## config.mk

```make
export PLATFORM = sky130hd
export DESIGN_NAME = temp_display_scan_ctrl
export DESIGN_NICKNAME = d
export VERILOG_FILES = /design/src/rtl/temp_display_scan_ctrl.sv
export SDC_FILE = /design/constraint.sdc
export NUM_CORES = 1
export LEC_CHECK = 0
export CAP_MARGIN = 20
export CORE_UTILIZATION = 50
export DETAILED_ROUTE_END_ITERATION = 10
export PLACE_DENSITY_LB_ADDON = 0.25
export SYNTH_ARGS = -nofsm -noshare
export SYNTH_HDL_FRONTEND = slang
export SYNTH_SLANG_ARGS = --single-unit
```

## constraint.sdc

```tcl
create_clock -name clk -period 3 [get_ports clk]
set_input_delay 0.3 -clock clk [delete_from_list [all_inputs] [get_ports clk]]
set_output_delay 0.3 -clock clk [all_outputs]
set_load 0.02 [all_outputs]
```

## src/rtl/temp_display_scan_ctrl.sv

```systemverilog
// rtl/temp_display_scan_ctrl.sv - two-digit temperature readout: BCD conversion FSM plus multiplexed 7-segment scanner
//
// Accepts 5-bit binary samples over valid/ready and converts each one to tens/ones
// by repeated subtraction of 10. The result drives a shared active-low segment bus
// that alternates between the ones and tens digits. The bus applies leading-zero
// blanking and blinks when the sample is at or above the alarm threshold.
//
// Ports:
//   clk          system clock, rising edge
//   rst          asynchronous active-high reset
//   sample       binary temperature 0..31
//   sample_valid producer presents a sample
//   sample_ready controller can accept a sample (registered)
//   seg          shared segments, active-low, gfedcba
//   digit_en     active-low digit enables, [0]=ones, [1]=tens
//   alarm        over-threshold flag for the displayed value
//   busy         conversion in progress
module temp_display_scan_ctrl #(
  parameter int SCAN_DIV     = 1000,
  parameter int BLINK_DIV    = 64,
  parameter int ALARM_THRESH = 30
) (
  input  logic       clk,
  input  logic       rst,
  input  logic [4:0] sample,
  input  logic       sample_valid,
  output logic       sample_ready,
  output logic [6:0] seg,
  output logic [1:0] digit_en,
  output logic       alarm,
  output logic       busy
);

  localparam int SW = (SCAN_DIV > 1) ? $clog2(SCAN_DIV) : 1;
  localparam int BW = (BLINK_DIV > 1) ? $clog2(BLINK_DIV) : 1;

  localparam logic [1:0] S_IDLE    = 2'd0;
  localparam logic [1:0] S_CONVERT = 2'd1;
  localparam logic [1:0] S_COMMIT  = 2'd2;

  localparam logic [6:0] SEG_BLANK = 7'b1111111;

  logic [1:0]    state;
  logic [1:0]    state_nxt;
  logic [4:0]    work;
  logic [4:0]    held;
  logic [1:0]    tens;
  logic [3:0]    disp_ones;
  logic [1:0]    disp_tens;
  logic          has_value;

  logic [SW-1:0] scan_cnt;
  logic          slot;
  logic [BW-1:0] blink_cnt;
  logic          blink_phase;

  logic          accept;
  logic          scan_wrap;
  logic          blink_wrap;
  logic          over_thresh;

  // Display contents as they will be after this edge; lets a COMMIT reach the
  // pins on the same edge that loads the display registers.
  logic          nxt_has;
  logic [3:0]    nxt_ones;
  logic [1:0]    nxt_tens;
  logic          nxt_alarm;
  logic [6:0]    seg_nxt;
  logic [1:0]    en_nxt;

  function automatic logic [6:0] seg_code(input logic [3:0] d);
    case (d)
      4'd0:    seg_code = 7'b1000000;
      4'd1:    seg_code = 7'b1111001;
      4'd2:    seg_code = 7'b0100100;
      4'd3:    seg_code = 7'b0110000;
      4'd4:    seg_code = 7'b0011001;
      4'd5:    seg_code = 7'b0010010;
      4'd6:    seg_code = 7'b0000010;
      4'd7:    seg_code = 7'b1111000;
      4'd8:    seg_code = 7'b0000000;
      4'd9:    seg_code = 7'b0010000;
      default: seg_code = SEG_BLANK;
    endcase
  endfunction

  assign accept      = sample_valid && sample_ready;
  assign scan_wrap   = (scan_cnt == SW'(SCAN_DIV - 1));
  assign blink_wrap  = (blink_cnt == BW'(BLINK_DIV - 1));
  assign over_thresh = (held >= 5'(ALARM_THRESH));

  always_comb begin
    state_nxt = state;
    case (state)
      S_IDLE:    if (accept) state_nxt = S_CONVERT;
      S_CONVERT: if (work < 5'd10) state_nxt = S_COMMIT;
      S_COMMIT:  state_nxt = S_IDLE;
      default:   state_nxt = S_IDLE;
    endcase
  end

  always_ff @(posedge clk or posedge rst) begin
    if (rst) begin
      state        <= S_IDLE;
      busy         <= 1'b0;
      sample_ready <= 1'b1;
      work         <= 5'd0;
      held         <= 5'd0;
      tens         <= 2'd0;
      disp_ones    <= 4'd0;
      disp_tens    <= 2'd0;
      has_value    <= 1'b0;
      alarm        <= 1'b0;
    end else begin
      state        <= state_nxt;
      busy         <= (state_nxt != S_IDLE);
      sample_ready <= (state_nxt == S_IDLE);
      case (state)
        S_IDLE: begin
          if (accept) begin
            work <= sample;
            held <= sample;
            tens <= 2'd0;
          end
        end
        S_CONVERT: begin
          if (work >= 5'd10) begin
            work <= work - 5'd10;
            tens <= tens + 2'd1;
          end
        end
        S_COMMIT: begin
          // work is below 10 here, so its low nibble is the ones digit
          disp_ones <= work[3:0];
          disp_tens <= tens;
          alarm     <= over_thresh;
          has_value <= 1'b1;
        end
        default: ;
      endcase
    end
  end

  always_comb begin
    nxt_has   = has_value;
    nxt_ones  = disp_ones;
    nxt_tens  = disp_tens;
    nxt_alarm = alarm;
    if (state == S_COMMIT) begin
      nxt_has   = 1'b1;
      nxt_ones  = work[3:0];
      nxt_tens  = tens;
      nxt_alarm = over_thresh;
    end
  end

  always_comb begin
    seg_nxt = SEG_BLANK;
    en_nxt  = 2'b11;
    if (nxt_has && !(nxt_alarm && blink_phase)) begin
      if (!slot) begin
        seg_nxt = seg_code(nxt_ones);
        en_nxt  = 2'b10;
      end else if (nxt_tens != 2'd0) begin
        seg_nxt = seg_code({2'b00, nxt_tens});
        en_nxt  = 2'b01;
      end
    end
  end

  // Scanner free-runs regardless of the conversion FSM; the pins follow the slot
  // register one edge after it toggles.
  always_ff @(posedge clk or posedge rst) begin
    if (rst) begin
      scan_cnt    <= '0;
      slot        <= 1'b0;
      blink_cnt   <= '0;
      blink_phase <= 1'b0;
      seg         <= SEG_BLANK;
      digit_en    <= 2'b11;
    end else begin
      seg      <= seg_nxt;
      digit_en <= en_nxt;
      if (scan_wrap) begin
        scan_cnt <= '0;
        slot     <= ~slot;
        if (blink_wrap) begin
          blink_cnt   <= '0;
          blink_phase <= ~blink_phase;
        end else begin
          blink_cnt <= blink_cnt + BW'(1);
        end
      end else begin
        scan_cnt <= scan_cnt + SW'(1);
      end
    end
  end

endmodule

```

==> metrics.md <==
| Metric | Value |
|---|---|
| Status | `finished clean` |
| Post-DP HPWL | `2926 um` |
| CP top delay family | `flip-flops` |
| Pwr dens | `between 900 and 1000 nW/um^2` |
| Highest Signal Layer | `met4` |
| Rows | `25` |
| Pin slew with the least headroom to its limit | `just under 0.6 ns` |
| Die Ht | `71.87 um` |
| Worst hold path class | `input port to asynchronous set/reset pin` |
| CP Class | `flop to flop` |
| Placer congestion estimate | `roughly 0.83` |
| Internal | `around 1.6 mW` |
| CTS Buf Count | `5` |
| Top cells by area, synth | `dfrtp_1 (41%), dfstp_2 (11%), nand2_1 (4.5%), ha_1 (4.1%), xnor2_1 (2.5%)` |
| Final slew viol count | `0` |
| Ant. Diodes | `0` |
| Worst-path clk slew | `0.10 ns` |
| Gr usage total | `roughly 18%` |
| Arrival time at the worst endpoint | `between 2 and 2.5 ns` |
| Critical Path RT | `3.22 ns` |
| DRT iter0 DRCs | `80` |
| Area leader, netlist | `dfrtp_1` |
| CP max FO | `9` |
| Deepest clock path buffer count | `2` |
| Vias in the first global route | `~1.5k` |
| Post-synth top area share | `41.00%` |
| Num Clock Sinks | `50` |
| Vias | `roughly 1.7k` |
| Slowest CP cell | `dfrtp_1` |
| Setup violators final | `0` |
| NetSw | `around 950 uW` |
| Final WL | `just over 4000 um` |
| CP Launch Type | `flop` |
| Hold Buf Count CTS | `0` |
| Static Leak | `around 1.3 nW` |
| # IOs | `20` |
| CP endpoint kind | `flop` |
| RSZ-0062 raised after global routing | `false` |
| Worst-Skew Late Latency | `~0.31 ns` |
| Met1 wire length | `between 2000 and 2500 um` |
| Fin crit share | `a little over two thirds` |
| Critical-path cell list | `and2b_1, mux2i_1, inv_1, ha_1, inv_1, a211oi_1, a211oi_1, o21ai_1` |
| Number of synthesized flops with an enable pin | `0` |
| TNS Setup | `0 ns` |
| DR WL met3 | `around 150 um` |
| Combinational power share | `around two fifths` |
| DR DRC count | `0` |
| Maxcap violations | `0` |
| Antenna violations before repair | `0` |
| Syn nets | `between 200 and 250` |
| H-tree Lvls | `2` |
| Synth Flop Type | `dfrtp_1` |
| Most frequent cells in the layout | `dfrtp_1 (40), nand2_1 (29), clkdlybuf4s50_1 (19)` |
| Rel. slew slack | `~60%` |
| Pwr Total | `around 2.5 mW` |
| First-pass GRT wire length | `between 7000 and 8000 um` |
| Fmax | `around 0.48 GHz` |
| IO buf count | `19` |
| Setup bufs post-CTS | `0` |
| Share of post-route cells with drive strength above 1 | `13.20%` |
| Syn avg cell area | `around 11 sq um` |
| Clock Skews | `about 0.013 ns` |
| Average wire per cell in the routed design | `12.74 um` |
| Congestion Overflow GR | `0` |
| Clock power frac | `between 10% and 20%` |
| Root buf cell | `clkbuf_8` |
| Largest net degree at the start of global routing | `24` |
| Yosys cell types | `53` |
| Crit path time final | `between 2 and 2.5 ns` |
| P&R area growth vs syn | `14.10%` |
| Via/cell ratio | `roughly 5.3` |
| Maximum VDD drop | `around 560 uV` |
| Asr flop ratio synth | `100.0%` |
| Synth warn | `0` |
| Flop pwr share | `42.0%` |
| Synth Register Bits | `50` |
| CTS tree | `done` |
| Seq/Total Area, Yosys | `between 50% and 60%` |
| DR pass1 iterations | `4` |
| Metal2 WL | `between 1500 and 2000 um` |
| CP peak stage delay | `roughly 0.47 ns` |
| Mapped Area | `about 2400 sq um` |
| Die ar. | `around 5200 sq um` |
| Most common cell after layout, fill and taps aside | `dfrtp_1` |
| Die Wd | `between 70 and 80 um` |
| Count of buffer and inverter cells on the critical path | `2` |
| Syn Inst Count | `about 230` |
| Switching share of power | `between 30% and 40%` |
| CTS resizes | `0` |
| Initial core utilization | `51.68%` |
| Endpoints failing hold | `0` |
| Core region area | `around 4700 sq um` |
| Antenna Nets Post-Route | `0` |
| Fin nets | `265` |
state kept, by name, summed over array words and instances, names as in the netlist:
signal	flops
alarm	1
blink_cnt	6
blink_phase	1
busy	1
digit_en	2
disp_ones	4
disp_tens	2
has_value	1
held	4
sample_ready	1
scan_cnt	10
seg	7
slot	1
state	2
tens	2
work	5
per-stage QoR:
step	setup slack, ns	hold WS, ns	util [%]	instances	area (sq um)
3_5_place_dp	0.9249	0.4559	56.87	309	2686
5_1_grt	0.6681	0.3506	58.97	317	2785
2_1_floorplan	1.153	0.4054	-	229	2441
6_report	0.9019	0.3106	58.97	317	2785
3_3_place_gp	0.9987	0.4444	56.87	309	2686
4_1_cts	0.8792	0.3222	58.97	317	2785
cell usage after synthesis, drive strengths merged (2+ instances only):
cell    count
nand4       3
inv        16
nor3        3
nor4bb      2
mux2i       6
a31oi       3
a221oi      2
dfrtp      40
nor2       12
and3        5
dfstp      10
nor2b       5
mux2        3
and4bb      2
a311oi      2
buf         5
o21ai      12
o22ai       2
xor2        4
o221ai      3
nand2b      5
ha          8
xnor2       7
a211oi      8
nand3       3
a21oi       8
nand2      29
clkbuf      3
path summary, 6_finish.rpt:
kind / startpoint / end / slack, ns / cells past startpoint
hold reg to reg: scan_cnt[0] / scan_cnt[0] / 0.47 / 1
setup / recovery: state[0] / seg[3] / 0.90 / 8
hold / removal: rst / scan_cnt[3] / 0.31 / 2
setup reg to reg: state[0] / seg[3] / 0.90 / 8
max in group asynchronous: rst / sample_ready / 2.02 / 3
min in group clk: scan_cnt[0] / scan_cnt[0] / 0.47 / 1
area by class of cell:
| type | count | area (sq um) |
|---|---|---|
| Clock inverter | 2 | 16.27 |
| Clock buffer | 6 | 82.58 |
| Fill cell | 404 | 1938 |
| Inverter | 16 | 60.06 |
| Multi-Input combinational cell | 155 | 1074 |
| Timing Repair Buffer | 21 | 205.2 |
| Tap cell | 67 | 83.83 |
| Sequential cell | 50 | 1264 |
worst register-to-register path, stage by stage (launching register included):
cell and delay (ns):
dfrtp_1 0.47, and2b_1 0.38, mux2i_1 0.40, inv_1 0.14, ha_1 0.22, inv_1 0.05, a211oi_1 0.04, a211oi_1 0.21
o21ai_1 0.09
cell families (layout without fill, tap and decap cells):
| family | Yosys count | count (layout) | share of synthesized area (%) |
|---|---|---|---|
| adder cells (fa/ha/maj) | 8 | 8 | 4.101 |
| AND/OR/NAND/NOR | 77 | 77 | 16.97 |
| multiplexers | 9 | 9 | 4.152 |
| XOR/XNOR | 11 | 11 | 3.947 |
| AO/OA/AOI/OAI | 50 | 50 | 14.81 |
| buffers and inverters | 24 | 45 | 4.254 |
| flip-flops | 50 | 50 | 51.77 |
metal layers:
| metal | vias to the layer above | global-route usage, % |
|---|---|---|
| met3 | 4 | 4.501 |
| met4 | 0 | 6.100 |
| met2 | 41 | 26.83 |
| met5 | - | 0 |
| li1 | 851 | - |
| met1 | 799 | 24.54 |
power by group through the flow:
stage	Combinational [mW]	Clock (mW)	Sequential [mW]
floorplan	0.698	0	1.12
global placement	1.02	0	1.06
detailed placement	1.04	0	1.07
CTS	1.04	0.434	1.06
global route	1.15	0.458	1.08
finish	1.04	0.422	1.05
(Power assumes the default switching activity.)
